File: src/rtl/reg_file_mp.sv
// ============================================================================
// Module   : reg_file_mp
// Brief    : Parametrised register file, one synchronous write port, two
//            registered read ports, write-first bypass, optional hard-wired
//            zero entry and a one-entry-per-cycle clear sweep.
// Revision : 1.0 - initial release
// ============================================================================
`default_nettype none

module reg_file_mp #(
  parameter int WIDTH    = 8,
  parameter int DEPTH    = 32,
  parameter int ADDR_W   = 5,
  parameter int ZERO_REG = 1
) (
  input  logic              CLK100MHZ,
  input  logic              CPU_RESETN,
  input  logic              we,
  input  logic [ADDR_W-1:0] waddr,
  input  logic [WIDTH-1:0]  wdata,
  input  logic [ADDR_W-1:0] raddr_a,
  input  logic [ADDR_W-1:0] raddr_b,
  output logic [WIDTH-1:0]  rdata_a,
  output logic [WIDTH-1:0]  rdata_b,
  input  logic              clr,
  output logic              busy
);

  // One extra bit so DEPTH == 2**ADDR_W is still representable.
  localparam logic [ADDR_W:0]   DEPTH_W  = (ADDR_W+1)'(DEPTH);
  localparam logic [ADDR_W-1:0] LAST_PTR = ADDR_W'(DEPTH - 1);
  localparam bit                ZR       = (ZERO_REG != 0);

  typedef enum logic [0:0] {
    IDLE  = 1'b0,
    CLEAR = 1'b1
  } state_t;

  state_t            state;
  logic [ADDR_W-1:0] ptr;
  logic [WIDTH-1:0]  mem [DEPTH];

  logic clr_acc;
  logic wr_acc;
  logic waddr_ok;
  logic raddr_a_ok;
  logic raddr_b_ok;

  // A clr request wins over a write in the same cycle, and nothing is
  // written while the sweep owns the array.
  always_comb begin
    clr_acc    = (state == IDLE) && clr;
    waddr_ok   = ({1'b0, waddr} < DEPTH_W) && !(ZR && (waddr == '0));
    raddr_a_ok = ({1'b0, raddr_a} < DEPTH_W) && !(ZR && (raddr_a == '0));
    raddr_b_ok = ({1'b0, raddr_b} < DEPTH_W) && !(ZR && (raddr_b == '0));
    wr_acc     = we && (state == IDLE) && !clr && waddr_ok;
  end

  // Clear sequencer: busy is the registered image of the CLEAR state.
  always_ff @(posedge CLK100MHZ or negedge CPU_RESETN) begin
    if (!CPU_RESETN) begin
      state <= IDLE;
      ptr   <= '0;
      busy  <= 1'b0;
    end else begin
      case (state)
        IDLE: begin
          if (clr) begin
            state <= CLEAR;
            ptr   <= '0;
            busy  <= 1'b1;
          end
        end
        CLEAR: begin
          // The pointer holds at the last entry instead of wrapping.
          if (ptr == LAST_PTR) begin
            state <= IDLE;
            busy  <= 1'b0;
          end else begin
            ptr <= ptr + 1'b1;
          end
        end
        default: begin
          state <= IDLE;
          busy  <= 1'b0;
        end
      endcase
    end
  end

  // Storage array: sweep clears one entry per cycle, otherwise normal writes.
  always_ff @(posedge CLK100MHZ or negedge CPU_RESETN) begin
    if (!CPU_RESETN) begin
      for (int i = 0; i < DEPTH; i++) begin
        mem[i] <= '0;
      end
    end else if (state == CLEAR) begin
      mem[ptr] <= '0;
    end else if (wr_acc) begin
      mem[waddr] <= wdata;
    end
  end

  // Registered read ports with write-first bypass; zero while clearing.
  always_ff @(posedge CLK100MHZ or negedge CPU_RESETN) begin
    if (!CPU_RESETN) begin
      rdata_a <= '0;
      rdata_b <= '0;
    end else begin
      if ((state == CLEAR) || clr_acc || !raddr_a_ok) begin
        rdata_a <= '0;
      end else if (wr_acc && (waddr == raddr_a)) begin
        rdata_a <= wdata;
      end else begin
        rdata_a <= mem[raddr_a];
      end

      if ((state == CLEAR) || clr_acc || !raddr_b_ok) begin
        rdata_b <= '0;
      end else if (wr_acc && (waddr == raddr_b)) begin
        rdata_b <= wdata;
      end else begin
        rdata_b <= mem[raddr_b];
      end
    end
  end

endmodule

`default_nettype wire
File: config.mk
export PLATFORM = sky130hd
export DESIGN_NAME = reg_file_mp
export DESIGN_NICKNAME = d
export VERILOG_FILES = /design/src/rtl/reg_file_mp.sv
export SDC_FILE = /design/constraint.sdc
export NUM_CORES = 1
export LEC_CHECK = 0
export ABC_AREA = 1
export ABC_CLOCK_PERIOD_IN_PS = 2300
export CAP_MARGIN = 10
export CORE_ASPECT_RATIO = 1.4
export CORE_MARGIN = 2
export CORE_UTILIZATION = 45
export DETAILED_ROUTE_END_ITERATION = 6
export PLACE_DENSITY_LB_ADDON = 0.05
export SLEW_MARGIN = 20
export SYNTH_ARGS = -nofsm -noshare
export SYNTH_HDL_FRONTEND = slang
export SYNTH_SLANG_ARGS = --single-unit
File: constraint.sdc
create_clock -name CLK100MHZ -period 2.3 [get_ports CLK100MHZ]
set_clock_uncertainty 0.1 [all_clocks]
set_input_delay 0.46 -clock CLK100MHZ [delete_from_list [all_inputs] [get_ports CLK100MHZ]]
set_output_delay 0.46 -clock CLK100MHZ [all_outputs]
set_load 0.005 [all_outputs]
* Yosys cells after proc, flatten, opt, wreduce, memory -nomap -nowiden
Index checks and enable logic that the tools add are counted.
** Storage, ports and cells
- Bits of input ports :: 27
- Output and inout port bits :: 17
- Bits in registers :: 279
- Word-level logic and storage cells :: 102
** Cells by class
- Bitwise logic cells :: 7
- Mux-type cells :: 26
- $lt $le $gt $ge :: 6
- Add/subtract/negate cells :: 1
- Reduce and logical (&&, ||, !) cells :: 19
- Eq/ne operators :: 6
** Operator list (number)
- $mux W256 :: 2
- $and A256 B256 Y256 :: 1
- $bwmux W256 :: 1
- $not A256 Y256 :: 1
- $bmux W8 S5 :: 2
- $demux W8 S5 :: 2
- $mux W8 :: 10
- $ge A6 B6 Y1 const B :: 4
- $not A5 Y6 :: 4
- $logic_not A5 Y1 :: 3
- $lt A6 B1 Y1 const B :: 2
- $eq A5 B5 Y1 :: 2
- $mux W5 :: 2
- $pmux W5 S2 :: 1
- $logic_and A1 B1 Y1 :: 8
- $add A5 B1 Y5 const B :: 1
- $eq A5 B5 Y1 const B :: 1
- $mux W1 :: 4
- $ne A2 B2 Y1 const B :: 2
- $pmux W1 S2 :: 2
- $reduce_and A2 Y1 :: 2
- $logic_or A1 B1 Y1 :: 3
- $logic_not A1 Y1 :: 2
- $ne A2 B1 Y1 const B :: 1
- other kinds (2) :: 2

* Depth between registers and ports, before layout
Gate-level depths: netlist of the first run.
- Word-level depth :: 8
- Mapped depth :: 12
- Gate-level depth less buffers :: 10

* Worst setup path before layout of the first run
OpenSTA, ideal clock, no wires.
- Path type :: input to register
- Start point :: in waddr[0]
- End point :: reg rdata_a[0]
- Setup time :: 0.113 ns
- Slack :: 0.377 ns
- Data required time :: 2.087 ns
- Path buffers :: 3
- Arrival time :: 1.710 ns
- Cell stages on the path :: 11
- Path through :: buf_2 -> nor2_2 -> inv_1 -> o21bai_1 -> inv_2 -> buf_6 -> buf_6 -> nand2_2 -> nand3_1 -> nand2_1 -> inv_1
** On the way
- Longest elaborated chain between the ends :: 6
- Elaborated cells on any way between the ends :: 7
- Classes of those cells :: eq/ne: 1; mux: 2; reduce/logical: 4
** RTL lines
- from (decl) :: RTL line 19 : input logic [ADDR_W-1:0] waddr,
- $logic_not A5 Y1 :: RTL line 53 : waddr_ok = ({1'b0, waddr} < DEPTH_W) && !(ZR && (waddr == '0));
- $logic_not A1 Y1 :: RTL line 53
- $logic_and A1 B1 Y1 :: RTL line 56 : wr_acc = we && (state == IDLE) && !clr && waddr_ok;
- $logic_and A1 B1 Y1 * :: RTL line 112 : end else if (wr_acc && (waddr == raddr_a)) begin
- $mux W8 * :: RTL line 112
- $mux W8 * :: RTL line 110 : if ((state == CLEAR) || clr_acc || !raddr_a_ok) begin
- to (signal assigned) :: RTL line 113 : rdata_a <= wdata;
- to (signal assigned) :: RTL line 115 : rdata_a <= mem[raddr_a];
- to (decl) :: RTL line 23 : output logic [WIDTH-1:0] rdata_a,
Every way passes the cells marked *; elsewhere a longest branch is shown, timed or not.
A chain may end at the register's enable or synchronous reset.

* Final worst setup path of the first run
- Start point :: in raddr_b[1]
- End point :: reg rdata_b[4]
** On the way
- Longest elaborated chain between the ends :: 6
- Elaborated cells on any way between the ends :: 10
- Classes of those cells :: eq/ne: 1; mux: 5; bitwise: 1; reduce/logical: 3
** RTL lines
- from (decl) :: RTL line 22 : input logic [ADDR_W-1:0] raddr_b,
- $not A5 Y6 (not written as such) :: RTL line 123 : rdata_b <= mem[raddr_b];
- $bmux W8 S5 :: RTL line 123
- $mux W8 (not written as such) (2 in a row) :: RTL line 123
- $mux W8 :: RTL line 120 : end else if (wr_acc && (waddr == raddr_b)) begin
- $mux W8 * :: RTL line 118 : if ((state == CLEAR) || clr_acc || !raddr_b_ok) begin
- to (signal assigned) :: RTL line 121 : rdata_b <= wdata;
- to (signal assigned) :: RTL line 123
- to (decl) :: RTL line 24 : output logic [WIDTH-1:0] rdata_b,
Every way passes the cells marked *; elsewhere a longest branch is shown, timed or not. The select of a mux whose other input is x is not followed.

==> summary.md, run 1 <==
| Metric | Value |
|---|---|
| Outcome | completed |
| Most frequent cells in the layout | 565 x nand2_1, 395 x nand3_1, 284 x o21ai_0 |
| Critical Path AT | between 2 and 3 ns |
| Setup Buffers After CTS | 0 |
| Levels on crit path | 13 |
| Worst slew margin | 55.3% |
| Total GRT Usage | between 30% and 40% |
| Die width | roughly 160 um |
| Post-Syn Nets | 2238 |
| Adder-Cell Fraction of Synth Area | 0.397% |
| IO Count | 44 |
| Crit path max-delay family | buffers and inverters |
| Height of the die | ~230 um |
| Synth top area share | 44.3% |
| H-tree levels | 1 |
| Reg2reg start | state |
| Unrepaired setup endpoints after global routing | no |
| Post-synth top area cell | dfrtp_1 |
| Port bufs | 43 |
| DR vias | ~17000 |
| Crit-path cells | clkdlybuf4s50_1, buf_4, nor2_2, buf_4, buf_12, nand2_1, nand2_1, nor2_1, nand2_1, nand3_1, nand3_1, nand2_1, inv_1 |
| Area of placed instances | ~0.018 mm2 |
| Total power | ~14 mW |
| DR iter-0 viols | ~2200 |
| Area fraction in compound gates after synthesis | 17.2% |
| Worst Setup SP | raddr_b[1] |
| Max-Cap Viols | 0 |
| Fin. Hold Viols | 0 |
| Post-synthesis cell type count | 29 |
| TritonRoute pass-1 iters | 6 |
| Wirelength, routed | about 65000 um |
| Dpl cells | 2760 |
| Max Fanout on Critical Path | 11 |
| Reg clk slew, reported paths | 0.06 ns |
| Clock tree from TritonCTS | built |
| Tcrit/Tclk final | a little over nine tenths |
| CTS Buf Count | 30 |
| Clk_lat worst skew | 0.59 ns |
| Final Wtd Congestion | between 0.9 and 1 |
| Initial core utilization | 45.4% |
| Most common cell after layout, fill and taps aside | nand2_1 |
| Maximum vdd drop | between 0.7 and 0.8 mV |
| Largest net degree at the start of global routing | between 60 and 70 |
| Fmax | 445 MHz |
| LEAKAGE | 8.77 nW |
| Synthesized flop and latch total | approximately 280 |
| DRC | 0 |
| R2R depth | 8 |
| First-pass GRT wire length | between 90000 and 100000 um |
| Sequential area share after synthesis | 44.3% |
| Min Tclk post-route | approximately 2.2 ns |
| Diodes inserted | 0 |
| Root Buffer | clkbuf_16 |
| Initial antenna violation count | 0 |
| Slowest cell on crit path | clkdlybuf4s50_1 |
| Post-route cell area | about 0.019 mm2 |
| Synth Area in XOR/XNOR | 0.111% |
| CP bufs+invs | 5 |
| Core area | approximately 0.035 mm2 |
| Vias per std cell | 5.93 |
| DRT antenna net count | 0 |
| CP endpoint kind | register |
| Critical Path End | rdata_b[4] |
| Fin. max-slew vios | 0 |
| Simple-gate share of the synthesized area | between 20% and 30% |
| Worst hold path type | primary input to async pin |
| Sequential Area | around 0.007 mm2 |
| Wirelength per Cell | ~23 um |
| Most numerous cell on the critical path | nand2_1 |
| Yosys warnings | 0 |
| Max incr delay on CP | 0.59 ns |
| FP Rows | 81 |
| Die area | roughly 0.037 mm2 |
| Startpoint Class | primary input |
| Largest family of logic cells by synthesized area | simple AND/OR/NAND/NOR gates |
| Share of post-route cells with drive strength above 1 | between 10% and 20% |
| EDFF count, synth | 0 |
| Syn Inst Count | between 2000 and 2500 |
| Path type of the worst setup path | primary input to register |
| Worst reg2reg endpoint | mem[181] |
| Cell area after synthesis | 0.0158 mm2 |
| FILL cells | 3365 |
| Clock tree buffer depth | 3 |
| Layout Nets | 2369 |
| Hpwl dp | between 40000 and 50000 um |
| Number of global-route vias before repair | 15700 |
| Multi-input logic area | approximately 0.0074 mm2 |
| Cell Count, Final, Fillers Out | ~2800 |
| Post-synthesis mux area share | 0% |
| Final setup vio count | 0 |
| Synthesis-to-finish area growth | 22.4% |
| Clk sinks | roughly 280 |
| PwrDens | 721 mW/mm2 |
| Least-Margin Pin Slew | between 0.6 and 0.7 ns |
| Req. time, crit path | ~2.7 ns |
| Area contributors post-synth | dfrtp_1 44%, nand2_1 13%, nand3_1 13% |
| Top_reg_cell synth | dfrtp_1 |
| Reg2reg setup slack | 0.23 ns |
| Synthesized area per cell | between 7 and 8 um2 |
| Post-synth ARST share | 100% |
| GRT overflow | 0 |
-- sequential cells by signal, indices dropped and copies added (netlist names) --
signal,flops
mem,256
rdata_a,8
ptr,5
rdata_b,8
busy,1
state,1
-- synthesized netlist by cell type (2+ instances only) --
| cell type | number |
|---|---|
| buf_2 | 36 |
| nor3_2 | 2 |
| buf_1 | 16 |
| clkbuf_1 | 92 |
| ha_1 | 5 |
| a21oi_1 | 118 |
| o21ai_0 | 284 |
| o22ai_1 | 108 |
| nand2_2 | 11 |
| nand2_1 | 565 |
| nand4_1 | 13 |
| inv_1 | 189 |
| o21ai_1 | 5 |
| clkinv_1 | 4 |
| nor3_1 | 10 |
| inv_2 | 3 |
| dfrtp_1 | 279 |
| xor2_1 | 2 |
| nand3_2 | 3 |
| nor2_1 | 54 |
| nand3_1 | 395 |
| nand2_4 | 2 |
| buf_6 | 4 |
-- stage by stage --
step / TNS [ns] / util, % / hold WS, ns / worst slack, ns
finish: 0 / 55.5 / 0.308 / 0.0551
global route: 0 / 55.5 / 0.342 / 0.0337
CTS: 0 / 55.5 / 0.319 / 0.110
detailed placement: -103.42 / 52.6 / 0.341 / -0.626
global placement: -119.77 / 52.6 / 0.344 / -0.708
floorplan: 0 / - / 0.0644 / 0.377
-- layout make-up --
type,count,share of cell area (%)
timing repair buffer,248,13.4
inverter,196,3.82
tap,456,2.96
multi-input combinational,1582,38.5
clock inverter,7,0.441
clock buffer,46,4.67
sequential,279,36.2
-- cell families (layout without fill, tap and decap cells) --
kind of cell	Yosys count	in the layout
simple gates	1059	1059
buf+inv	345	497
flops	279	279
compound gates	516	516
fa+ha+maj	5	5
xor+xnor	2	2
-- worst min path at each step --
stage                     startpoint        to
after CTS                 CPU_RESETN  mem[108]
after floorplan           CPU_RESETN      busy
final                     CPU_RESETN  mem[109]
after detailed placement  CPU_RESETN  mem[109]
after global placement    CPU_RESETN  mem[109]
after global routing      CPU_RESETN  mem[109]
-- where the power goes --
group	switching, mW	internal (mW)	leakage (nW)
sequential	0.315	5.34	3.86
clock	2.09	2.89	0.490
combinational	2.19	1.08	4.41
total	4.60	9.32	8.77
-- repair_timing --
action	4_1_cts	5_1_grt
gates resized for setup	1	3
hold buffers	1	0
hold endpoints to repair	46	0
endpoints found under the setup margin	10	21
-- routing by layer --
layer	share of wire [%]	vias to the layer above	track usage, %
li1	-	7668	-
met5	0	-	0
met1	41	7977	48.3
met3	7.8	189	5.13
met4	6.4	0	20.0
met2	45	856	54.9
Power figures use the tool's default switching activity.
==> run 2: changes to the inputs <==
Settings changed: CORE_ASPECT_RATIO 1.4 to 0.7, CORE_MARGIN 2 to unset, CORE_UTILIZATION 45 to 53.
==> run 2 against run 1 <==
  * Die area is 17% lower
  * Via count is 1.3% higher
  * Global-route usage is 4.7 points higher
  * Register-to-register slack worse by 0.07 ns
  * Critical endpoint is now mem[170]
  * Critical path depth is 6 lower
==> summary.md, run 2 (same netlist as run 1, synthesis figures left out) <==
| Metric | Value |
|---|---|
| Outcome | completed |
| Vias per std cell | 6.19 (+4.4%) |
| DRT antenna net count | 0 (unchanged) |
| Fmax | 468 MHz (+5.0%) |
| Worst reg2reg endpoint | mem[170] |
| CTS Buf Count | 29 (-3.3%) |
| PwrDens | 719 mW/mm2 (-0.27%) |
| DRC | 0 (unchanged) |
| Reg2reg start | ptr[0] |
| Reg2reg setup slack | 0.16 ns (-0.07 ns) |
| Tcrit/Tclk final | 93.0% (-4.7 points) |
| Max-Cap Viols | 0 (unchanged) |
| Clk_lat worst skew | 0.58 ns (about the same) |
| Max Fanout on Critical Path | 8 (-3) |
| Reg clk slew, reported paths | 0.06 ns (about the same) |
| Path type of the worst setup path | register to register |
| CP endpoint kind | register |
| GRT overflow | 0 (unchanged) |
| Worst Setup SP | ptr[0] |
| Core area | 0.0291 mm2 (-16%) |
| Max incr delay on CP | 0.43 ns (-0.16 ns) |
| Diodes inserted | 0 (unchanged) |
| Wirelength per Cell | 22.3 um (-2.6%) |
| Startpoint Class | register |
| Final Wtd Congestion | 1.01 (+5.0%) |
| Critical Path End | mem[170] |
| Unrepaired setup endpoints after global routing | no |
| FILL cells | 2541 (-24%) |
| Post-route cell area | 0.0190 mm2 (-1.4%) |
| Fin. max-slew vios | 0 (unchanged) |
| Setup Buffers After CTS | 0 (unchanged) |
| Height of the die | 146 um (-35%) |
| Synthesis-to-finish area growth | 20.7% |
| Layout Nets | 2365 (-0.17%) |
| Initial core utilization | 54.2% (+8.9 points) |
| Initial antenna violation count | 1 (+1) |
| Least-Margin Pin Slew | 0.578 ns (-0.0879 ns) |
| Die width | 208 um (+28%) |
| LEAKAGE | 8.69 nW (-0.91%) |
| Maximum vdd drop | 0.791 mV (+12%) |
| TritonRoute pass-1 iters | 6 (unchanged) |
| Root Buffer | clkbuf_16 |
| Die area | 0.0305 mm2 (-17%) |
| First-pass GRT wire length | 93900 um (-4.3%) |
| Clk sinks | 279 (unchanged) |
| IO Count | 44 (unchanged) |
| DR iter-0 viols | 2348 (+8.6%) |
| Critical Path AT | 2.48 ns (-0.13 ns) |
| Largest net degree at the start of global routing | 74 (+10%) |
| Clock tree buffer depth | 3 (unchanged) |
| Worst hold path type | primary input to async pin |
| Most common cell after layout, fill and taps aside | nand2_1 |
| Wirelength, routed | 61000 um (-5.5%) |
| Fin. Hold Viols | 0 (unchanged) |
| Share of post-route cells with drive strength above 1 | 11.7% (-0.22 points) |
| Worst slew margin | 61.4% (+6.1 points) |
| Slowest cell on crit path | dfrtp_1 |
| Dpl cells | 2679 (-2.9%) |
| Fin util | 65.5% (+9.9 points) |
| Hpwl dp | 43500 um (-4.8%) |
| Final setup vio count | 0 (unchanged) |
| Cell Count, Final, Fillers Out | 2730 (-3.0%) |
| FP Rows | 52 (-36%) |
| Area of placed instances | 0.0181 mm2 (-1.0%) |
| Multi-input logic area | 0.00742 mm2 (-0.15%) |
| Clock tree from TritonCTS | built |
| H-tree levels | 1 (unchanged) |
| Top flop regs | mem (256), rdata_a (8), rdata_b (8) |
| Top reg by flops | mem |
| Number of flip-flops in the largest register | 256 (unchanged) |
| Port bufs | 43 (unchanged) |
| Number of global-route vias before repair | 15500 (-1.6%) |
| Most frequent cells in the layout | 565 x nand2_1, 395 x nand3_1, 284 x o21ai_0 |
| Crit-path cells | inv_1, ha_1, nand2_1, inv_1, nand2_1, nand3_1, o21ai_0 |
| Sequential Area | 0.00698 mm2 (unchanged) |
| Total GRT Usage | 40.4% (+4.7 points) |
| Min Tclk post-route | 2.14 ns (-0.107 ns) |
| DR vias | 16900 (+1.3%) |
| R2R depth | 7 (-1) |
| Req. time, crit path | 2.64 ns (-0.03 ns) |
run 2: cell types whose count changed in the layout (fill, tap and decap cells not counted):
cell / previous run / this run
buf_12: 50 / 44
buf_4: 156 / 159
clkbuf_1: 8 / 6
clkbuf_16: 31 / 29
buf_2: 1 / 0
bufinv_16: 2 / 1
clkbuf_8: 7 / 8
clkdlybuf4s50_1: 39 / 40
clkinvlp_4: 0 / 1
inv_2: 3 / 4
inv_4: 1 / 0
nor3_1: 9 / 10
nor3_4: 1 / 0
run 2: per-stage QoR:
| stage | hold slack, ns | power (mW) | setup WS, ns | TNS, ns |
|---|---|---|---|---|
| final | 0.328 | 13.7 | 0.162 | 0 |
| after floorplan | 0.0644 | 7.34 | 0.377 | 0 |
| after global routing | 0.361 | 14.2 | 0.0572 | 0 |
| after global placement | 0.345 | 8.90 | -0.278 | -22.42 |
| after detailed placement | 0.347 | 8.94 | -0.291 | -29.75 |
| after CTS | 0.351 | 13.6 | 0.233 | 0 |
run 2: cell type report:
type / instances / area share [%]
multi-input cells: 1582 / 39.0
flip-flops and latches: 279 / 36.7
well taps: 378 / 2.48
clock inverters: 7 / 0.329
clock buffers: 43 / 4.51
inverters: 196 / 3.86
repair buffers: 245 / 13.1
run 2: critical path: cells and delay by family (launching register included):
family / cells / cell delay [ns]
DFF: 1 / 0.43
buffers and inverters: 2 / 0.50
and+or+nand+nor: 3 / 0.66
AOI/OAI and AO/OA: 1 / 0.10
adders and majority gates: 1 / 0.22
run 2: metal layers:
layer | track usage, % | part of all wire, %
met5 | 0 | 0.023
met3 | 11.8 | 14
met2 | 56.2 | 40
met4 | 9.48 | 2.7
met1 | 61.2 | 43
run 2: timing repair:
action	in CTS	in global routing
endpoints found under the hold margin	45	0
gates resized for setup	0	0
hold buffers	1	0
run 2: worst min path at each step:
stage / from / slack (ns) / end
6_report: CPU_RESETN / 0.33 / mem[107]
5_1_grt: CPU_RESETN / 0.36 / mem[107]
3_3_place_gp: CPU_RESETN / 0.35 / mem[107]
4_1_cts: CPU_RESETN / 0.35 / mem[107]
3_5_place_dp: CPU_RESETN / 0.35 / mem[107]
2_1_floorplan: CPU_RESETN / 0.06 / busy
run 2: power breakdown:
part / switching, mW / internal, mW
sequential: 0.331 / 5.34
clock: 2.02 / 2.66
combinational: 2.22 / 1.11
